<file path="src/rtl/iaaa_pkg.sv">
// Shared types and constants for the instruction-memory fetch arbiter.
// Default widths, opcode set and arbiter FSM states.
package iaaa_pkg;

  localparam int N_CORES_D = 16;
  localparam int ADDR_W_D  = 16;
  localparam int DATA_W_D  = 16;
  localparam int DEPTH_D   = 64;

  localparam logic [DATA_W_D-1:0] NOP = '0;

  localparam logic [3:0] OP_NOP  = 4'h0;
  localparam logic [3:0] OP_LD   = 4'h1;
  localparam logic [3:0] OP_ST   = 4'h2;
  localparam logic [3:0] OP_ADD  = 4'h3;
  localparam logic [3:0] OP_SUB  = 4'h4;
  localparam logic [3:0] OP_AND  = 4'h5;
  localparam logic [3:0] OP_OR   = 4'h6;
  localparam logic [3:0] OP_XOR  = 4'h7;
  localparam logic [3:0] OP_SHL  = 4'h8;
  localparam logic [3:0] OP_SHR  = 4'h9;
  localparam logic [3:0] OP_LDI  = 4'hA;
  localparam logic [3:0] OP_JMP  = 4'hB;
  localparam logic [3:0] OP_JMPZ = 4'hC;

  typedef enum logic [1:0] {
    RUN,
    DRAIN,
    LOAD
  } arb_state_t;

endpackage

</file>
<file path="src/rtl/imem_fetch_arbiter_rr_arbiter.sv">
// Combinational round-robin picker.
// Searches req & ~mask starting at ptr, wrapping at N-1.
module rr_arbiter #(
  parameter int N  = 16,
  parameter int IW = (N > 1) ? $clog2(N) : 1
) (
  input  logic [N-1:0]  req,
  input  logic [N-1:0]  mask,
  input  logic [IW-1:0] ptr,
  output logic [N-1:0]  gnt,
  output logic [IW-1:0] idx
);

  logic [N-1:0]  cand;
  logic [IW-1:0] j;
  logic          found;

  assign cand = req & ~mask;

  always_comb begin
    gnt   = '0;
    idx   = '0;
    j     = '0;
    found = 1'b0;
    for (int i = 0; i < N; i++) begin
      j = IW'((int'(ptr) + i) % N);
      if (!found && cand[j]) begin
        found  = 1'b1;
        gnt[j] = 1'b1;
        idx    = j;
      end
    end
  end

endmodule

</file>
<file path="src/rtl/imem_fetch_arbiter.sv">
// Round-robin sharing of one synchronous-read IRAM among fetch ports,
// with a host load port that takes the RAM once reads have drained.
module imem_fetch_arbiter
  import iaaa_pkg::*;
#(
  parameter int N_CORES = N_CORES_D,
  parameter int ADDR_W  = ADDR_W_D,
  parameter int DATA_W  = DATA_W_D,
  parameter int DEPTH   = DEPTH_D,
  localparam int AW     = $clog2(DEPTH),
  localparam int IW     = (N_CORES > 1) ? $clog2(N_CORES) : 1
) (
  input  logic                  clock,
  input  logic                  reset_n,
  input  logic [N_CORES-1:0]    fetch_req,
  input  logic [N_CORES*ADDR_W-1:0] fetch_addr,
  output logic [N_CORES-1:0]    fetch_gnt,
  output logic [N_CORES-1:0]    rvalid,
  output logic [DATA_W-1:0]     rdata,
  input  logic                  host_req,
  output logic                  host_gnt,
  input  logic                  host_we,
  input  logic [ADDR_W-1:0]     host_addr,
  input  logic [DATA_W-1:0]     host_wdata,
  output logic                  mem_en,
  output logic                  mem_we,
  output logic [AW-1:0]         mem_addr,
  output logic [DATA_W-1:0]     mem_wdata,
  input  logic [DATA_W-1:0]     mem_rdata
);

  arb_state_t state, state_n;

  logic [IW-1:0]      rr_ptr;
  logic [N_CORES-1:0] win_gnt;
  logic [IW-1:0]      win_idx;
  logic [IW-1:0]      ptr_next;
  logic [ADDR_W-1:0]  win_addr;
  logic               win_oor;
  logic               host_oor;
  logic               take;
  logic               s1_valid;
  logic [IW-1:0]      s1_core;
  logic               s1_oor;
  logic               s2_valid;
  logic [IW-1:0]      s2_core;
  logic               s2_oor;

  rr_arbiter #(
    .N  (N_CORES),
    .IW (IW)
  ) u_arb (
    .req  (fetch_req),
    .mask (fetch_gnt),
    .ptr  (rr_ptr),
    .gnt  (win_gnt),
    .idx  (win_idx)
  );

  assign win_addr = fetch_addr[int'(win_idx)*ADDR_W +: ADDR_W];
  assign win_oor  = win_addr >= ADDR_W'(DEPTH);
  assign host_oor = host_addr >= ADDR_W'(DEPTH);
  assign take     = (state == RUN) && !host_req && (|win_gnt);
  assign s1_valid = |fetch_gnt;
  assign host_gnt = (state == LOAD);
  assign ptr_next = (win_idx == IW'(N_CORES - 1)) ? '0 : win_idx + 1'b1;

  always_comb begin
    state_n = state;
    unique case (state)
      RUN:     if (host_req) state_n = DRAIN;
      DRAIN:   if (!s1_valid && !s2_valid) state_n = LOAD;
      LOAD:    if (!host_req) state_n = RUN;
      default: state_n = RUN;
    endcase
  end

  always_ff @(posedge clock or negedge reset_n) begin
    if (!reset_n) begin
      state <= RUN;
    end else begin
      state <= state_n;
    end
  end

  always_ff @(posedge clock or negedge reset_n) begin
    if (!reset_n) begin
      rr_ptr    <= '0;
      fetch_gnt <= '0;
      s1_core   <= '0;
      s1_oor    <= 1'b0;
      mem_en    <= 1'b0;
      mem_we    <= 1'b0;
      mem_addr  <= '0;
      mem_wdata <= '0;
    end else if (take) begin
      rr_ptr    <= ptr_next;
      fetch_gnt <= win_gnt;
      s1_core   <= win_idx;
      s1_oor    <= win_oor;
      mem_en    <= !win_oor;
      mem_we    <= 1'b0;
      mem_addr  <= win_addr[AW-1:0];
    end else if (state == LOAD) begin
      fetch_gnt <= '0;
      mem_en    <= host_we && !host_oor;
      mem_we    <= host_we && !host_oor;
      mem_addr  <= host_addr[AW-1:0];
      mem_wdata <= host_wdata;
    end else begin
      fetch_gnt <= '0;
      mem_en    <= 1'b0;
      mem_we    <= 1'b0;
    end
  end

  // Out-of-range fetches ride the pipe with no RAM access and return NOP.
  always_ff @(posedge clock or negedge reset_n) begin
    if (!reset_n) begin
      s2_valid <= 1'b0;
      s2_core  <= '0;
      s2_oor   <= 1'b0;
      rvalid   <= '0;
      rdata    <= '0;
    end else begin
      s2_valid <= s1_valid;
      s2_core  <= s1_core;
      s2_oor   <= s1_oor;
      rvalid   <= s2_valid ? (N_CORES'(1) << s2_core) : '0;
      rdata    <= (s2_valid && !s2_oor) ? mem_rdata : DATA_W'(NOP);
    end
  end

endmodule
</file>
<file path="config.mk">
export PLATFORM = sky130hd
export DESIGN_NAME = imem_fetch_arbiter
export DESIGN_NICKNAME = d
export VERILOG_FILES = /design/src/rtl/iaaa_pkg.sv /design/src/rtl/imem_fetch_arbiter_rr_arbiter.sv /design/src/rtl/imem_fetch_arbiter.sv
export SDC_FILE = /design/constraint.sdc
export NUM_CORES = 1
export LEC_CHECK = 0
export ABC_AREA = 1
export BUFFER_PORTS_ARGS = -buffer_cell sky130_fd_sc_hd__buf_2
export CAP_MARGIN = 40
export CORE_AREA = 2 2 153 155
export DETAILED_ROUTE_END_ITERATION = 16
export DIE_AREA = 0 0 155 157
export GPL_TIMING_DRIVEN = 0
export PLACE_DENSITY = 0.71
export SKIP_LAST_GASP = 1
export SLEW_MARGIN = 20
export SYNTH_ARGS = -nofsm -noshare
export SYNTH_HDL_FRONTEND = slang
export SYNTH_SLANG_ARGS = --single-unit
</file>
<file path="constraint.sdc">
create_clock -name clock -period 5.8 [get_ports clock]
set_clock_uncertainty 0.2 [all_clocks]
set_input_delay 0 -clock clock [delete_from_list [all_inputs] [get_ports clock]]
set_output_delay 0 -clock clock [all_outputs]
set_load 0.05 [all_outputs]
</file>
==> impl_metrics.csv, run 1 <==
group,metric,value,unit
synthesis,synthFlopType,"dfrtp_1",
timing,setup_slack,28.61,ps
timing,max_freq,173.3,MHz
place,post-dp-hpwl,44.87,mm
synthesis,ys_async_sr_fraction,100.0,%
floorplan,die_area,0.02434,mm²
clock_network,cts.clk_slew.worst_paths,80,ps
setup_path,crit_fanout,12,
global_route,grt_max_degree,72,
global_route,antenna_found_initial,12,
setup_path,cp.required,5910,ps
finish,fin_nets,2485,
finish,final_cell_mix,"nand2_1 (462), buf_2 (427), nand3_1 (333)",
route,drtIter0Drc,1869,
setup_path,worstSetupStartpointType,"flop",
finish,nFillCells,2292,
floorplan,start_util,41.84,%
synthesis,syn_nets,2017,
synthesis,yosysWarnings,0,
route,vias_per_cell,5.799,
timing,hold_viol,1,
global_route,grt_pass1_vias,12900,
finish,final_common_cell,"nand2_1",
timing,final-setup-viol-count,0,
place,routabilityCongestion,1.128,
outcome,status,"finished, violations left",
floorplan,io_pins,397,
synthesis,ys_seq_elements,89,
place,portBuffers,396,
floorplan,die_x,155,µm
clock_network,cts_root_buf,"clkbuf_16",
route,vias,14170,
floorplan,die_h,157,µm
timing,hold_slack,-0.02054,ps
timing,fin_crit_sh,99.51,%
synthesis,synth_seq_area_share,23.65,%
route,routed_wl,57.36,mm
clock_network,htreeDepth,3,
finish,drive_gt1_share,25.56,%
run,cap_violations,0,
timing,rsz0062_at_grt,"true",
outcome,violations,"negative hold slack",
floorplan,coreArea,0.02250,mm²
setup_path,cp.arrival,5880,ps
synthesis,postSynthCellCount,1679,
global_route,grt_pass1_wl,80.96,mm
setup_path,endpoint_kind,"flop",
synthesis,synth-edff-count,0,
global_route,grt_overflow,0,
clock_network,clock_latency,370,ps
timing,fin_crit,5771,ps
synthesis,synthesis.area,0.009415,mm²
route,drc,0,
place,dp_slack,-1319,ps
route,wl_per_cell,23.47,µm
setup_path,critical_path_class,"flop to flop",
clock_network,clockBufferDepth,2,
route,ant_nets,0,
synthesis,syn_area_per_cell,5.608,µm²
min_path,hold_class,"input port to asynchronous set/reset pin",
timing,worst_pin_slew,1015,ps
clock_network,cts_buffers,9,
global_route,grt.total_usage,45.51,%
floorplan,row_count,55,
synthesis,ys_types,45,
clock_network,cts_tree,"built",
timing,report.final.slew_viol_count,0,
route,dr.pass1.iters,7,
finish,layout-area-overhead-vs-synth,36.50,%
timing,tns,0,ps
timing,maxSlewHeadroom,31.59,%
clock_network,cts.sinks,89,
per-layer routing:
layer | up-vias | part of all wire (%) | track usage, %
met1 | 6319 | 35 | 52.58
li1 | 6389 | - | -
met2 | 1159 | 42 | 68.97
met3 | 298 | 13 | 15.89
met5 | - | 0.087 | 0
met4 | 8 | 9.0 | 35.45
repair_timing:
| action | in CTS | in global routing |
|---|---|---|
| gates resized for setup | 32 | 33 |
| pin swaps | 3 | 7 |
| setup endpoints to repair | 32 | 32 |
| setup buffers | 3 | 6 |
| endpoints found under the hold margin | 132 | 0 |
| hold buffers | 48 | 0 |
worst max-delay path: stages (launching register included):
cell and delay [ps]:
dfrtp_1 590, inv_2 220, ha_1 410, clkbuf_2 310
o21ai_0 190, o21ai_1 390, inv_1 150, nand2_2 310
buf_4 270, nor2_1 60, nor2_1 110, nand3_1 160
nor2_1 140, nand3_1 90, nor2_1 270, nand4_1 320
nor2_2 240, nand2_1 80, nor2_2 250, nand2_1 100
nand2_2 200, buf_4 230, nand2_1 70, nand2_1 90
nand2_2 150, nand2_1 100
registers in the layout (all words and copies together) (netlist names):
register   flops
mem_we         1
s1_oor         1
state          2
mem_addr       6
fetch_gnt     16
mem_en         1
rvalid        16
rr_ptr         4
s1_core        4
mem_wdata     16
s2_oor         1
rdata         16
s2_valid       1
s2_core        4
area by class of cell:
type | instances | area [µm²] | share of cell area (%)
Multi-Input combinational cell | 1342 | 6326 | 49.22
Buffer | 75 | 401.6 | 3.125
Timing Repair Buffer | 457 | 2591 | 20.16
Clock inverter | 6 | 51.30 | 0.3991
Antenna cell | 7 | 17.52 | 0.1363
Tap cell | 285 | 356.6 | 2.775
Inverter | 173 | 649.4 | 5.053
Sequential cell | 89 | 2230 | 17.35
Clock buffer | 10 | 229.0 | 1.782
worst paths after layout:
kind                                  from     endpoint  slack, ps  cells past startpoint
setup / recovery                 rr_ptr[2]  mem_addr[3]         30                     25
hold / removal                     reset_n  mem_addr[5]      -0.02                      3
setup reg to reg                 rr_ptr[2]  mem_addr[3]         30                     25
hold reg to reg                 s1_core[0]   s2_core[0]        190                      0
max in group asynchronous          reset_n   s1_core[0]       4490                      4
min in group clock         fetch_addr[127]       s1_oor         20                      7
through the flow:
stage / utilization (%) / instances / instance area [µm²]
floorplan: - / 1679 / 9415
global placement: 52.23 / 2360 / 11750
detailed placement: 52.44 / 2363 / 11800
CTS: 56.38 / 2430 / 12690
global route: 57.08 / 2441 / 12840
finish: 57.11 / 2444 / 12850
cells by family (layout without fill, tap and decap cells):
family | after synthesis | in the layout | synth area share, %
compound gates | 69 | 69 | 4.678
flops | 89 | 89 | 23.65
buf+inv | 248 | 721 | 10.76
other cells | 0 | 7 | 0
fa+ha+maj | 14 | 14 | 1.860
xor+xnor | 3 | 3 | 0.3589
simple gates | 1256 | 1256 | 58.68
synth_stat cells (all sizes together) (2+ instances only):
cell type | count | area (µm²)
nand2 | 479 | 1813
nor2 | 344 | 1360
nand3 | 336 | 1687
inv | 169 | 634.4
dfrtp | 89 | 2227
buf | 49 | 266.5
nand4 | 45 | 324.1
o21ai | 29 | 148.9
clkbuf | 26 | 97.59
or4 | 18 | 135.1
nor4 | 16 | 100.1
a21oi | 14 | 88.84
ha | 14 | 175.2
a22oi | 13 | 97.59
nor3 | 11 | 60.06
o41ai | 7 | 61.31
clkinv | 4 | 15.01
or2 | 4 | 25.02
nand3b | 2 | 15.01
xor2 | 2 | 25.03
Power of run 1 is left out: the tool's default activity adds up to more than one toggle a clock period on the data nets, which glitch-free logic cannot reach.
==> run 2, diff against run 1 <==
Settings changed: CORE_AREA 2 2 153 155 to 2 2 154 156, DIE_AREA 0 0 155 157 to 0 0 156 158, PLACE_DENSITY 0.71 to 0.7.
Clock period 5.8 ns to 6.1 ns, I/O delays scaled along.
==> run 2 against run 1 <==
Net effect:
- the flow now finishes without violations
- via count shrank 2.7%
- worst setup slack better by 110 ps
- fmax fell by 3.1%
- clock-buffer cell count is 1 lower
- design area is 1.1% lower
- sequential cell count unchanged
- sequential share of layout area rose by 0.20 points
- routed wire length shrank 4.4%
- highest routed layer unchanged
- register-to-register slack better by 110 ps
==> impl_metrics.csv, run 2 (synthesis results as in run 1) <==
group,metric,value,unit
outcome,status,"complete, no violations",
setup_path,r2r_setup_slack,140,ps
clock_network,htreeDepth,3,
setup_path,worstSetupStartpointType,"flop",
timing,hold_viol,0,
finish,final_cell_mix,"nand2_1 (469), buf_2 (432), nand3_1 (335)",
clock_network,cts.clk_slew.worst_paths,70,ps
timing,final-setup-viol-count,0,
place,dp_slack,-353.1,ps
floorplan,die_x,156,µm
floorplan,row_count,56,
setup_path,r2r-end,"mem_addr[3]",
finish,layout-area-overhead-vs-synth,34.95,%
setup_path,reg2reg_depth,29,
finish,fin_nets,2480,
route,routed_wl,54.85,mm
clock_network,clockBufferDepth,2,
timing,worst_pin_slew,857.2,ps
timing,rsz0062_at_grt,"false",
setup_path,startpoint,"rr_ptr[2]",
route,wl_per_cell,22.48,µm
clock_network,cts.sinks,89,
route,dr.pass1.iters,7,
min_path,hold_class,"input port to flop",
clock_network,clock_latency,360,ps
global_route,grt_max_degree,58,
place,portBuffers,396,
setup_path,timing.critical_path.to,"mem_addr[3]",
floorplan,io_pins,397,
floorplan,die_h,158,µm
floorplan,die_area,0.02465,mm²
global_route,grt_pass1_wl,77.42,mm
setup_path,crit_path_top_delay_cell,"dfrtp_1",
setup_path,critical_path_class,"flop to flop",
setup_path,reg2reg_from,"rr_ptr[2]",
setup_path,cp.depth,29,
setup_path,cp.arrival,6060,ps
timing,fin_crit,5958,ps
floorplan,start_util,40.84,%
global_route,grt_pass1_vias,12590,
finish,fin_util,55.12,%
global_route,grt.total_usage,43.20,%
route,vias_per_cell,5.650,
finish,drive_gt1_share,24.45,%
setup_path,critPathMostFrequentCell,"nand2_1",
finish,nFillCells,2420,
timing,fin_crit_sh,97.67,%
finish,final_common_cell,"nand2_1",
setup_path,cp_top_family,"simple AND/OR/NAND/NOR gates",
global_route,grt_overflow,0,
route,drc,0,
timing,max_freq,167.8,MHz
timing,maxSlewHeadroom,42.38,%
setup_path,crit_buf_inv,5,
run,cap_violations,0,
clock_network,cts_buffers,9,
route,ant_nets,0,
place,routabilityCongestion,1.042,
setup_path,endpoint_kind,"flop",
clock_network,cts_root_buf,"clkbuf_16",
floorplan,coreArea,0.02305,mm²
setup_path,max_stage_delay,580,ps
setup_path,cp.required,6200,ps
clock_network,cts_tree,"built",
timing,report.final.slew_viol_count,0,
route,vias,13790,
route,drtIter0Drc,1676,
place,post-dp-hpwl,43.50,mm
timing,setup_slack,142.0,ps
setup_path,crit_fanout,12,
global_route,antenna_found_initial,7,
## run 2: timing repair
action,in CTS,in global routing
pin swaps,0,3
resized for setup,5,24
endpoints found under the hold margin,132,0
setup buffers,0,3
hold buffers,51,0
setup endpoints to repair,32,32
## run 2: final cells by class
| type | instances | area, µm² | share of cell area, % |
|---|---|---|---|
| Antenna cell | 3 | 7.507 | 0.05908 |
| Buffer | 74 | 380.4 | 2.994 |
| Clock buffer | 9 | 225.2 | 1.773 |
| Clock inverter | 7 | 62.56 | 0.4924 |
| Inverter | 173 | 649.4 | 5.111 |
| Multi-Input combinational cell | 1342 | 6221 | 48.96 |
| Sequential cell | 89 | 2230 | 17.55 |
| Tap cell | 290 | 362.8 | 2.856 |
| Timing Repair Buffer | 453 | 2567 | 20.21 |
## run 2: worst min-delay path by stage
stage | start | endpoint | slack, ps | cells past startpoint
3_5_place_dp | reset_n | rvalid[4] | -210 | 1
5_1_grt | fetch_addr[62] | s1_oor | 60 | 7
4_1_cts | fetch_addr[62] | s1_oor | 20 | 7
2_1_floorplan | reset_n | fetch_gnt[0] | -500 | 0
3_3_place_gp | host_wdata[1] | mem_wdata[1] | 3 | 3
6_report | fetch_addr[158] | s1_oor | 30 | 7
## run 2: per-layer routing
layer | GRT usage, % | vias up | wire (µm)
met1 | 51.62 | 6150 | 20240
met5 | 0.6211 | - | 80
met4 | 33.73 | 12 | 4807
li1 | - | 6371 | -
met3 | 15.55 | 246 | 7124
met2 | 62.90 | 1008 | 22600
## run 2: worst min-delay path, cell delays in order
cell	delay, ps
buf_2	80
o41ai_1	110
nand3_1	80
nand3_1	60
nand3_1	100
nand3_1	80
nand2_1	50
## run 2: metrics by stage
stage	setup TNS [ps]	hold WS, ps	instance area, µm²	std cells
final	0	26.59	12710	2440
after global routing	0	58.71	12700	2438
after CTS	0	19.41	12620	2435
after detailed placement	-8137	-208.8	11810	2368
after global placement	-6868	3.332	11760	2365
after floorplan	0	-495.6	9415	1679
Power of run 2 is left out for the same reason.
==> run 3, diff against run 2 <==
Settings changed: ABC_AREA 1 to unset, CORE_AREA 2 2 154 156 to 2 2 156 158, DIE_AREA 0 0 156 158 to 0 0 158 160.
==> run 3 against run 2 <==
Net effect:
- worst setup slack worse by 87 ps
- utilization up 2.3 points
- synthesized cell count down 30%
- sequential share of layout area down 1.2 points
- largest cell class unchanged
- design area up 7.6%
- register-to-register slack worse by 90 ps
- clock-buffer cell count up 1
- first-iteration DRC count up 19%
==> impl_metrics.csv, run 3 <==
group,metric,value,unit
setup_path,r2r_setup_slack,50,ps
finish,layout-area-overhead-vs-synth,40.53,%
setup_path,cp.arrival,6060,ps
min_path,whs_endpoint,"mem_addr[2]",
setup_path,critical_path_class,"flop to flop",
timing,report.final.slew_viol_count,0,
global_route,grt_max_degree,59,
place,post-dp-hpwl,46.04,mm
synthesis,yosys.area.top_type,"dfrtp_1",
synthesis,syn_nets,1511,
setup_path,reg2reg_depth,21,
synthesis,synthesis.area,0.009726,mm²
route,routed_wl,59.15,mm
route,wl_per_cell,29.68,µm
setup_path,crit_chain,"buf_6, clkinvlp_4, clkbuf_4, ha_1, a21boi_2, xnor2_1, buf_4, a41oi_2, o32ai_4, nor3_4, buf_4, nand4_1, nor2_1, o311ai_0, and3_2, nand4_1, or4_4, o41ai_4, buf_4, buf_2, mux2_2",
synthesis,yosysWarnings,0,
finish,drive_gt1_share,38.21,%
place,portBuffers,396,
clock_network,cts_root_buf,"clkbuf_16",
synthesis,synth_most_common_cell,"nor2_1",
clock_network,cts_buffers,9,
finish,final_common_cell,"buf_2",
min_path,hold_class,"input port to flop",
timing,max_freq,165.4,MHz
floorplan,coreArea,0.02382,mm²
setup_path,r2r-end,"rr_ptr[0]",
place,routabilityCongestion,1.033,
synthesis,postSynthCellCount,1173,
route,dr.pass1.iters,9,
floorplan,die_x,158,µm
setup_path,cp.required,6120,ps
finish,final_cell_mix,"buf_2 (407), nor2_1 (108), nand2_1 (104)",
clock_network,cts_tree,"built",
setup_path,endpoint_kind,"flop",
synthesis,synthFlopType,"dfrtp_1",
global_route,grt_pass1_vias,12670,
global_route,grt_pass1_wl,83.07,mm
setup_path,crit_fanout,10,
clock_network,cts.clk_slew.worst_paths,70,ps
route,vias,13390,
setup_path,reg2reg_from,"rr_ptr[2]",
timing,hold_viol,0,
floorplan,io_pins,397,
synthesis,synth-edff-count,0,
floorplan,row_count,57,
timing,maxSlewHeadroom,33.80,%
timing,fin_crit,6045,ps
floorplan,die_h,160,µm
outcome,status,"complete, no violations",
timing,worst_pin_slew,989.7,ps
route,vias_per_cell,6.720,
synthesis,yosys-top-cells-area,"dfrtp_1 (23%), mux2i_1 (5.6%), nor2_1 (4.3%), nand2_1 (4.1%), mux4_2 (3.7%)",
route,drtIter0Drc,1998,
setup_path,crit_path_top_delay_cell,"or4_4",
finish,fin_util,57.37,%
global_route,grt_overflow,0,
finish,final_cells,1993,
global_route,antenna_found_initial,6,
synthesis,synth_top_area_share,22.90,%
setup_path,max_stage_delay,520,ps
route,ant_nets,0,
min_path,hp-start,"fetch_addr[130]",
setup_path,worstSetupStartpointType,"flop",
run,cap_violations,0,
setup_path,cp_top_family,"simple AND/OR/NAND/NOR gates",
clock_network,clockBufferDepth,2,
finish,fin_nets,2000,
synthesis,synthTopCellsByCount,"nor2_1 (111), nand2_1 (105), dfrtp_1 (89)",
setup_path,critPathMostFrequentCell,"buf_4",
floorplan,die_area,0.02528,mm²
synthesis,ys_async_sr_fraction,100.0,%
synthesis,synth_seq_area_share,22.90,%
clock_network,cts.sinks,89,
timing,fin_crit_sh,99.10,%
min_path,holdPathStages,6,
synthesis,syn_area_per_cell,8.291,µm²
clock_network,htreeDepth,3,
floorplan,start_util,40.83,%
global_route,grt.total_usage,45.07,%
setup_path,crit_buf_inv,7,
timing,final-setup-viol-count,0,
route,drc,0,
clock_network,clock_latency,330,ps
synthesis,ys_seq_elements,89,
place,dp.cells,1903,
synthesis,ys_types,104,
run 3: cell count changes in the layout (fill, tap and decap cells not counted), sizes merged, moves of 21 or more:
cell   change
a31oi     +25
and2      +30
inv      -155
mux2      +29
mux2i     +58
nand2    -373
nand3    -276
nor2     -231
nor2b     +21
nor3      +34
nor4      +30
run 3: logic make-up (layout without fill, tap and decap cells):
kind of cell / Yosys count / after routing / synth area share [%]
XOR/XNOR: 17 / 17 / 1.762
AND/OR/NAND/NOR: 571 / 571 / 32.52
adder cells (fa/ha/maj): 14 / 14 / 1.801
other: 0 / 2 / 0
buffers and inverters: 94 / 588 / 4.850
AO/OA/AOI/OAI: 285 / 285 / 22.85
flip-flops: 89 / 89 / 22.90
multiplexers: 103 / 103 / 13.32
run 3: layout make-up:
class / count / area [µm²]
antenna: 2 / 5.005
sequential: 89 / 2232
fill: 2170 / 10150
clock inverter: 6 / 73.82
multi-input combinational: 990 / 7438
timing repair buffer: 480 / 2754
inverter: 16 / 66.31
clock buffer: 10 / 229.0
tap: 324 / 405.4
buffer: 76 / 462.9
run 3: worst max-delay path by stage:
| stage | depth (start not counted) | startpoint | end |
|---|---|---|---|
| floorplan | 17 | rr_ptr[2] | rr_ptr[0] |
| global placement | 21 | rr_ptr[2] | mem_addr[4] |
| detailed placement | 19 | rr_ptr[1] | mem_addr[0] |
| CTS | 23 | rr_ptr[1] | mem_addr[0] |
| global route | 20 | rr_ptr[1] | rr_ptr[0] |
| finish | 21 | rr_ptr[2] | rr_ptr[0] |
run 3: stage by stage:
stage	worst slack (ps)	TNS (ps)	instance area [µm²]	hold WS [ps]
4_1_cts	0.8407	0	13280	58.55
2_1_floorplan	513.1	0	9726	-495.6
3_3_place_gp	-1883	-33830	12110	8.473
6_report	54.74	0	13670	73.93
3_5_place_dp	-1374	-22380	12220	-246.2
5_1_grt	-1.464	-1.464	13660	68.93
run 3: routing by layer:
layer / global-route usage (%) / wire length [µm] / vias to the layer above
met5: 0 / 38 / -
met4: 22.89 / 3861 / 6
met3: 12.65 / 7023 / 244
met2: 68.12 / 25680 / 1113
met1: 58.69 / 22550 / 6441
li1: - / - / 5588
run 3: timing repair:
item,in CTS,in global routing
hold endpoints to repair,137,0
pin swaps,8,11
resized for setup,47,54
endpoints found under the setup margin,30,16
cloned,0,1
setup buffers,14,13
hold buffers,45,0
run 3: tightest hold or removal path, delay by kind of cell:
kind                   cells  cell delay (ps)
AND/OR/NAND/NOR            3              250
AO/OA/AOI/OAI              1              190
buffers and inverters      1               70
multiplexers               1               60
Power of run 3 is left out for the same reason.
